## src/rtl/cpu_pkg.sv

```systemverilog
// Shared definitions for the PC sequencer: condition codes,
// flag bit positions, sequencer FSM encoding and reset default.
package cpu_pkg;

    localparam logic [2:0] CC_NE  = 3'd0;
    localparam logic [2:0] CC_EQ  = 3'd1;
    localparam logic [2:0] CC_GT  = 3'd2;
    localparam logic [2:0] CC_LT  = 3'd3;
    localparam logic [2:0] CC_GE  = 3'd4;
    localparam logic [2:0] CC_LE  = 3'd5;
    localparam logic [2:0] CC_OV  = 3'd6;
    localparam logic [2:0] CC_UNC = 3'd7;

    localparam int FLAG_N = 2;
    localparam int FLAG_Z = 1;
    localparam int FLAG_V = 0;

    localparam logic [15:0] RESET_PC_DEF = 16'h0000;

    typedef enum logic {
        ST_RUN  = 1'b0,
        ST_HALT = 1'b1
    } seq_state_t;

endpackage

```

## src/rtl/pc_sequencer_if.sv

```systemverilog
// Decoder/ALU control bundle into the sequencer and
// PC/flag state back out to fetch and writeback.
interface pc_sequencer_if #(
    parameter int IMM_W = 9
);
    logic             inst_valid;
    logic             stall;
    logic             halt;
    logic             BEn;
    logic             Br;
    logic [2:0]       ccc;
    logic [IMM_W-1:0] imm;
    logic [15:0]      rs_data;
    logic [2:0]       flag_en;
    logic             alu_n;
    logic             alu_z;
    logic             alu_v;
    logic [15:0]      pc;
    logic [15:0]      pc_plus2;
    logic             branch_taken;
    logic             halted;
    logic [2:0]       flags;

    modport master (
        output inst_valid, stall, halt, BEn, Br,
        output ccc, imm, rs_data, flag_en,
        output alu_n, alu_z, alu_v,
        input  pc, pc_plus2, branch_taken,
        input  halted, flags
    );

    modport slave (
        input  inst_valid, stall, halt, BEn, Br,
        input  ccc, imm, rs_data, flag_en,
        input  alu_n, alu_z, alu_v,
        output pc, pc_plus2, branch_taken,
        output halted, flags
    );

endinterface

```

## src/rtl/branch_cond_eval.sv

```systemverilog
// Branch condition evaluation from a condition code and
// the registered {N,Z,V} flags.
module branch_cond_eval
    import cpu_pkg::*;
(
    input  logic [2:0] ccc,
    input  logic [2:0] flags,
    output logic       cond
);
    logic n;
    logic z;
    logic v;

    assign n = flags[FLAG_N];
    assign z = flags[FLAG_Z];
    assign v = flags[FLAG_V];

    always_comb begin
        cond = 1'b0;
        unique case (1'b1)
            (ccc == CC_NE): cond = ~z;
            (ccc == CC_EQ): cond = z;
            (ccc == CC_GT): cond = ~z & ~n;
            (ccc == CC_LT): cond = n;
            (ccc == CC_GE): cond = z | ~n;
            (ccc == CC_LE): cond = n | z;
            (ccc == CC_OV): cond = v;
            default:        cond = 1'b1;
        endcase
    end

endmodule

```

## src/rtl/pc_sequencer.sv

```systemverilog
// Architectural PC and flag owner: sequential, PC-relative
// and register branches, PCS link value and sticky halt.
module pc_sequencer
    import cpu_pkg::*;
#(
    parameter logic [15:0] RESET_PC = RESET_PC_DEF,
    parameter int          IMM_W    = 9
) (
    input  logic           clk,
    input  logic           rst_n,
    pc_sequencer_if.slave  sif
);
    seq_state_t  state;
    logic [15:0] pc_q;
    logic [2:0]  flags_q;
    logic        halted_q;
    logic [15:0] pc_plus2;
    logic [15:0] sext;
    logic [15:0] rel_target;
    logic [15:0] pc_nxt;
    logic        commit;
    logic        cond;
    logic        take;

    branch_cond_eval u_cond (
        .ccc   (sif.ccc),
        .flags (flags_q),
        .cond  (cond)
    );

    assign commit = (state == ST_RUN) & sif.inst_valid & ~sif.stall;
    // halt wins over a same-cycle branch
    assign take = commit & sif.BEn & cond & ~sif.halt;

    assign pc_plus2   = pc_q + 16'd2;
    assign sext       = {{(16-IMM_W){sif.imm[IMM_W-1]}}, sif.imm};
    assign rel_target = pc_plus2 + {sext[14:0], 1'b0};

    always_comb begin
        pc_nxt = pc_plus2;
        if (sif.halt)
            pc_nxt = pc_q;
        else if (take)
            pc_nxt = sif.Br ? sif.rs_data : rel_target;
    end

    always_ff @(posedge clk or negedge rst_n) begin
        if (!rst_n) begin
            state    <= ST_RUN;
            pc_q     <= RESET_PC;
            flags_q  <= 3'b000;
            halted_q <= 1'b0;
        end else begin
            unique case (state)
                ST_RUN: begin
                    if (commit) begin
                        pc_q <= pc_nxt;
                        if (sif.flag_en[FLAG_N])
                            flags_q[FLAG_N] <= sif.alu_n;
                        if (sif.flag_en[FLAG_Z])
                            flags_q[FLAG_Z] <= sif.alu_z;
                        if (sif.flag_en[FLAG_V])
                            flags_q[FLAG_V] <= sif.alu_v;
                        if (sif.halt) begin
                            state    <= ST_HALT;
                            halted_q <= 1'b1;
                        end
                    end
                end
                ST_HALT: begin
                    halted_q <= 1'b1;
                end
                default: begin
                    state <= ST_RUN;
                end
            endcase
        end
    end

    assign sif.pc           = pc_q;
    assign sif.pc_plus2     = pc_plus2;
    assign sif.branch_taken = take;
    assign sif.halted       = halted_q;
    assign sif.flags        = flags_q;

endmodule

```

## src/flat_wrapper.sv

```systemverilog
// flat-port wrapper written by rule: the top's interface ports become plain ports
module pc_sequencer_flat import cpu_pkg::*;
#(
    parameter logic [15:0] RESET_PC = RESET_PC_DEF,
    parameter int          IMM_W    = 9
)
  (clk, rst_n, sif_inst_valid, sif_stall, sif_halt, sif_BEn, sif_Br, sif_ccc, sif_imm, sif_rs_data, sif_flag_en, sif_alu_n, sif_alu_z, sif_alu_v, sif_pc, sif_pc_plus2, sif_branch_taken, sif_halted, sif_flags);
  pc_sequencer_if #(.IMM_W(IMM_W)) sif_i ();
  input  logic clk;
  input  logic rst_n;
  input wire logic [$bits(sif_i.inst_valid)-1:0] sif_inst_valid;
  input wire logic [$bits(sif_i.stall)-1:0] sif_stall;
  input wire logic [$bits(sif_i.halt)-1:0] sif_halt;
  input wire logic [$bits(sif_i.BEn)-1:0] sif_BEn;
  input wire logic [$bits(sif_i.Br)-1:0] sif_Br;
  input wire logic [$bits(sif_i.ccc)-1:0] sif_ccc;
  input wire logic [$bits(sif_i.imm)-1:0] sif_imm;
  input wire logic [$bits(sif_i.rs_data)-1:0] sif_rs_data;
  input wire logic [$bits(sif_i.flag_en)-1:0] sif_flag_en;
  input wire logic [$bits(sif_i.alu_n)-1:0] sif_alu_n;
  input wire logic [$bits(sif_i.alu_z)-1:0] sif_alu_z;
  input wire logic [$bits(sif_i.alu_v)-1:0] sif_alu_v;
  output wire logic [$bits(sif_i.pc)-1:0] sif_pc;
  output wire logic [$bits(sif_i.pc_plus2)-1:0] sif_pc_plus2;
  output wire logic [$bits(sif_i.branch_taken)-1:0] sif_branch_taken;
  output wire logic [$bits(sif_i.halted)-1:0] sif_halted;
  output wire logic [$bits(sif_i.flags)-1:0] sif_flags;
  assign sif_i.inst_valid = sif_inst_valid;
  assign sif_i.stall = sif_stall;
  assign sif_i.halt = sif_halt;
  assign sif_i.BEn = sif_BEn;
  assign sif_i.Br = sif_Br;
  assign sif_i.ccc = sif_ccc;
  assign sif_i.imm = sif_imm;
  assign sif_i.rs_data = sif_rs_data;
  assign sif_i.flag_en = sif_flag_en;
  assign sif_i.alu_n = sif_alu_n;
  assign sif_i.alu_z = sif_alu_z;
  assign sif_i.alu_v = sif_alu_v;
  assign sif_pc = sif_i.pc;
  assign sif_pc_plus2 = sif_i.pc_plus2;
  assign sif_branch_taken = sif_i.branch_taken;
  assign sif_halted = sif_i.halted;
  assign sif_flags = sif_i.flags;
  pc_sequencer #(.RESET_PC(RESET_PC), .IMM_W(IMM_W)) u_core (.clk(clk), .rst_n(rst_n), .sif(sif_i));
endmodule
```

## config.mk

```make
export PLATFORM = sky130hd
export DESIGN_NAME = pc_sequencer_flat
export DESIGN_NICKNAME = d
export VERILOG_FILES = /design/src/rtl/cpu_pkg.sv /design/src/rtl/pc_sequencer_if.sv /design/src/rtl/branch_cond_eval.sv /design/src/rtl/pc_sequencer.sv /design/src/flat_wrapper.sv
export SDC_FILE = /design/constraint.sdc
export NUM_CORES = 1
export LEC_CHECK = 0
export ABC_AREA = 1
export CORE_UTILIZATION = 40
export CTS_CLUSTER_DIAMETER = 50
export DETAILED_ROUTE_END_ITERATION = 7
export GPL_TIMING_DRIVEN = 0
export PLACE_DENSITY = 0.71
export SLEW_MARGIN = 20
export SYNTH_ARGS = -nofsm -noshare
export SYNTH_HDL_FRONTEND = slang
export SYNTH_SLANG_ARGS = --single-unit
export TNS_END_PERCENT = 10
```

## constraint.sdc

```tcl
create_clock -name clk -period 4.02 [get_ports clk]
set_input_delay 0.402 -clock clk [delete_from_list [all_inputs] [get_ports clk]]
set_output_delay 0.402 -clock clk [all_outputs]
set_load 0.1 [all_outputs]
```

==> metrics.md <==
| Metric | Value |
|---|---|
| Leakage dissipation | 1.62 nW |
| Half-perimeter wire length of the detailed placement result | 5680 um |
| Mean post-synth cell area | 6.53 um^2 |
| Number of cells on the worst reg-to-reg path | 13 |
| Post-CTS repair timing setup buffer count | 0 |
| Cells traversed along the worst timing path | ha_1, nand3_4, nor3_4, nand3_2, xnor2_2, clkdlybuf4s50_1 |
| Number of warnings issued by yosys | 0 |
| Count of TritonRoute iterations in the first routing pass | 4 |
| Critical path's top delay family | buffers and inverters |
| Top Ports | 78 |
| Category of the worst setup path launch point | register |
| Kind of end point of the critical path | primary output |
| Type of the most critical hold path | reg2reg |
| CP Data Arrival Time | 2.99 ns |
| Leading cell types in the layout, fill and taps excluded | sky130_fd_sc_hd__nand2_1, sky130_fd_sc_hd__clkdlybuf4s50_1, sky130_fd_sc_hd__inv_1 |
| Number of sinks on the clock net | 21 |
| Vias post-DR | 2569 |
| Most used DFF post-synth | sky130_fd_sc_hd__dfrtp_1 |
| Count of buffer and inverter cells on the critical path | 1 |
| Clock tree from TritonCTS | built |
| Fmax | 295 MHz |
| Period utilisation layout | 84.4% |
| Synthesized net count | 422 |
| Required time worst endpoint | 3.62 ns |
| Worst rel slew slack | 34.3% |
| Number of fill cells in the layout | 564 |
| Min Tclk post-route | 3.39 ns |
| Area growth from synthesis to final layout | 39.9% |
| Count of hold-fix buffers inserted at cts | 0 |
| WHS Endpoint | u_core.sif.halted |
| Die Y | 78.9 um |
| Min-Delay Startpoint | u_core.sif.halted |
| Net count, final | 503 |
| Final-report hold violation count | 0 |
| Most frequent standard cell in the layout excluding fill and tap cells | sky130_fd_sc_hd__nand2_1 |
| H-tree lvl count | 1 |
| Post-layout instance count excluding filler cells | 514 |
| Slew @ Worst Pin | 0.982 ns |
| Clock insertion delay at the later pin of the skew report | 0.26 ns |
| Clk pin slew, worst setup/hold paths | 0.08 ns |
| Number of synthesized flops with an enable pin | 0 |
| Maximum number of buffers from clock root to sink | 2 |
| Number of DRC markers after the initial detailed-route iteration | 139 |
| Cell with the largest stage delay on the worst path | sky130_fd_sc_hd__clkdlybuf4s50_1 |
| Core Util, Final | 58.9% |
| Initial Utilization | 42.1% |
| Cell count after placement | 510 |
| Peak fanout along the critical path | 4 |
| Full die area | 6220 um^2 |
| ANT cells | 0 |
| Die width | 78.9 um |
| Remaining routing DRC violations | 0 |
| Cell chosen for the clock root | sky130_fd_sc_hd__clkbuf_8 |
| Post-synthesis register bit count | 21 |
| Gr usage total | 23.3% |
| Critical path class | reg2out |
| Global placer's final weighted congestion | 0.886 |
| Part of the Yosys area used for sequential elements | 22.2% |
| PostCTS Resize Cnt | 0 |
| Total clock buffers created by CTS | 3 |
| Remaining antenna violation count after routing | 0 |
| FFs w/ async S/R, synth | 100% |
| Routed WL | 6830 um |
| Max-Cap Viols | 0 |
| Number of port buffers | 76 |
| Setup slack, reg-to-reg | 1.25 ns |
| Setup TNS Final | 0 ns |
| Longest individual stage delay on the worst path | 1.20 ns |
| Post-placement setup slack | 0.762 ns |
| End of the worst register-to-register path | u_core.sif.pc[14] |
| Mapped cell area | 2360 um^2 |
| Setup repair after global routing missed its margin | false |
| Number of instances on the worst hold path | 1 |
| Detail-routed via count per cell | 5.00 |
| Stages on the worst setup path | 6 |
| Count of final setup violators | 0 |
| Final critical-path setup slack | 0.627 ns |
| Clock skew | 0.00406 ns |
| Maximum number of pins on one net before global-route repair | 22 |
| Max-slew violation count | 0 |
| Worst reg2reg path startpoint | u_core.sif.pc[2] |
| Fraction of final layout cells with drive strength greater than 1 | 8.60% |
| Count of different cell masters after synthesis | 42 |
| Power density normalized to cell area | 707 nW/um^2 |
| Area of the core | 5610 um^2 |
| Via count of the first global-routing pass | 2426 |
| Outcome | complete, no violations |
| Total congestion overflow after global routing | 0 |
| Row count | 27 |
| Post-synthesis cell count | 362 |
| Global-route wire length before repair | 11400 um |
| Antenna violations before repair | 0 |
| Wire length per cell after detailed routing | 13.3 um |
| Worst IR Drop VDD | 0.635 mV |
-- power by group --
group | total, W | switching [W] | internal (W)
clock | 0.000139 | 0.0000687 | 0.0000706
sequential | 0.000363 | 0.0000948 | 0.000268
combinational | 0.00184 | 0.00135 | 0.000491
total | 0.00234 | 0.00151 | 0.000830
-- how the worst max path moves through the flow --
stage	to	startpoint	slack, ns
floorplan	u_core.sif.pc[15]	u_core.sif.pc[2]	-0.02
finish	sif_pc_plus2[13]	u_core.sif.pc[2]	0.63
global placement	sif_branch_taken	sif_ccc[2]	0.76
CTS	sif_pc_plus2[13]	u_core.sif.pc[1]	0.64
detailed placement	sif_branch_taken	sif_ccc[2]	0.76
global route	sif_pc_plus2[13]	u_core.sif.pc[2]	0.49
-- registers in the layout (all words and copies together) (netlist names) --
register and count:
u_core.sif.flags 3, u_core.sif.halted 1, u_core.sif.pc 16, u_core.state 1
-- per-layer routing --
layer	global-route usage [%]	routed length, um	vias to the layer above
li1	-	-	1337
met2	42.7	3340	74
met5	0	0	-
met4	2.00	24	0
met1	30.6	3080	1154
met3	2.07	391	4
-- cells in the mapped netlist (all sizes together) (2+ instances only) --
cell type  number  area share (%)
a21oi          24             5.2
inv            49             7.8
ha             18             9.5
nor2           38             6.9
nand3b          3             1.5
nand3          33             7.7
nor3            4             1.7
clkbuf          2            0.32
o21ai          13             2.9
o211ai          8             2.5
nand2         104              17
or2             3            0.79
buf             7             1.9
nand4           6             1.6
dfrtp          21              22
o21bai          2            0.64
and2            2            0.53
o22ai           3            0.79
xnor2           7             2.9
xor2            9             3.3
-- logic make-up (layout without fill, tap and decap cells) --
logic type / Yosys count / after routing / synth area share, %
AOI/OAI and AO/OA: 54 / 54 / 13.4
xor gates and xnor gates: 16 / 16 / 6.25
adders and majority gates: 19 / 19 / 10.4
buffers and inverters: 58 / 138 / 9.96
DFF: 21 / 21 / 22.2
and+or+nand+nor: 194 / 194 / 37.8
-- cell type report --
cell class                      instances  area (um^2)  share of cell area, %
Inverter                               49          188                   5.68
Timing Repair Buffer                   76          761                   23.0
Tap cell                               72         90.1                   2.73
Sequential cell                        21          527                   15.9
Clock buffer                            4         45.0                   1.36
Buffer                                  9         51.3                   1.55
Multi-Input combinational cell        283         1640                   49.7
-- stage by stage --
step	power, W	cell area (um^2)	hold slack [ns]
floorplan	0.00178	2410	0.106
global placement	0.00219	3260	0.455
detailed placement	0.00220	3260	0.460
CTS	0.00234	3310	0.480
global route	0.00248	3310	0.523
finish	0.00234	3310	0.476
(Power assumes the default switching activity.)
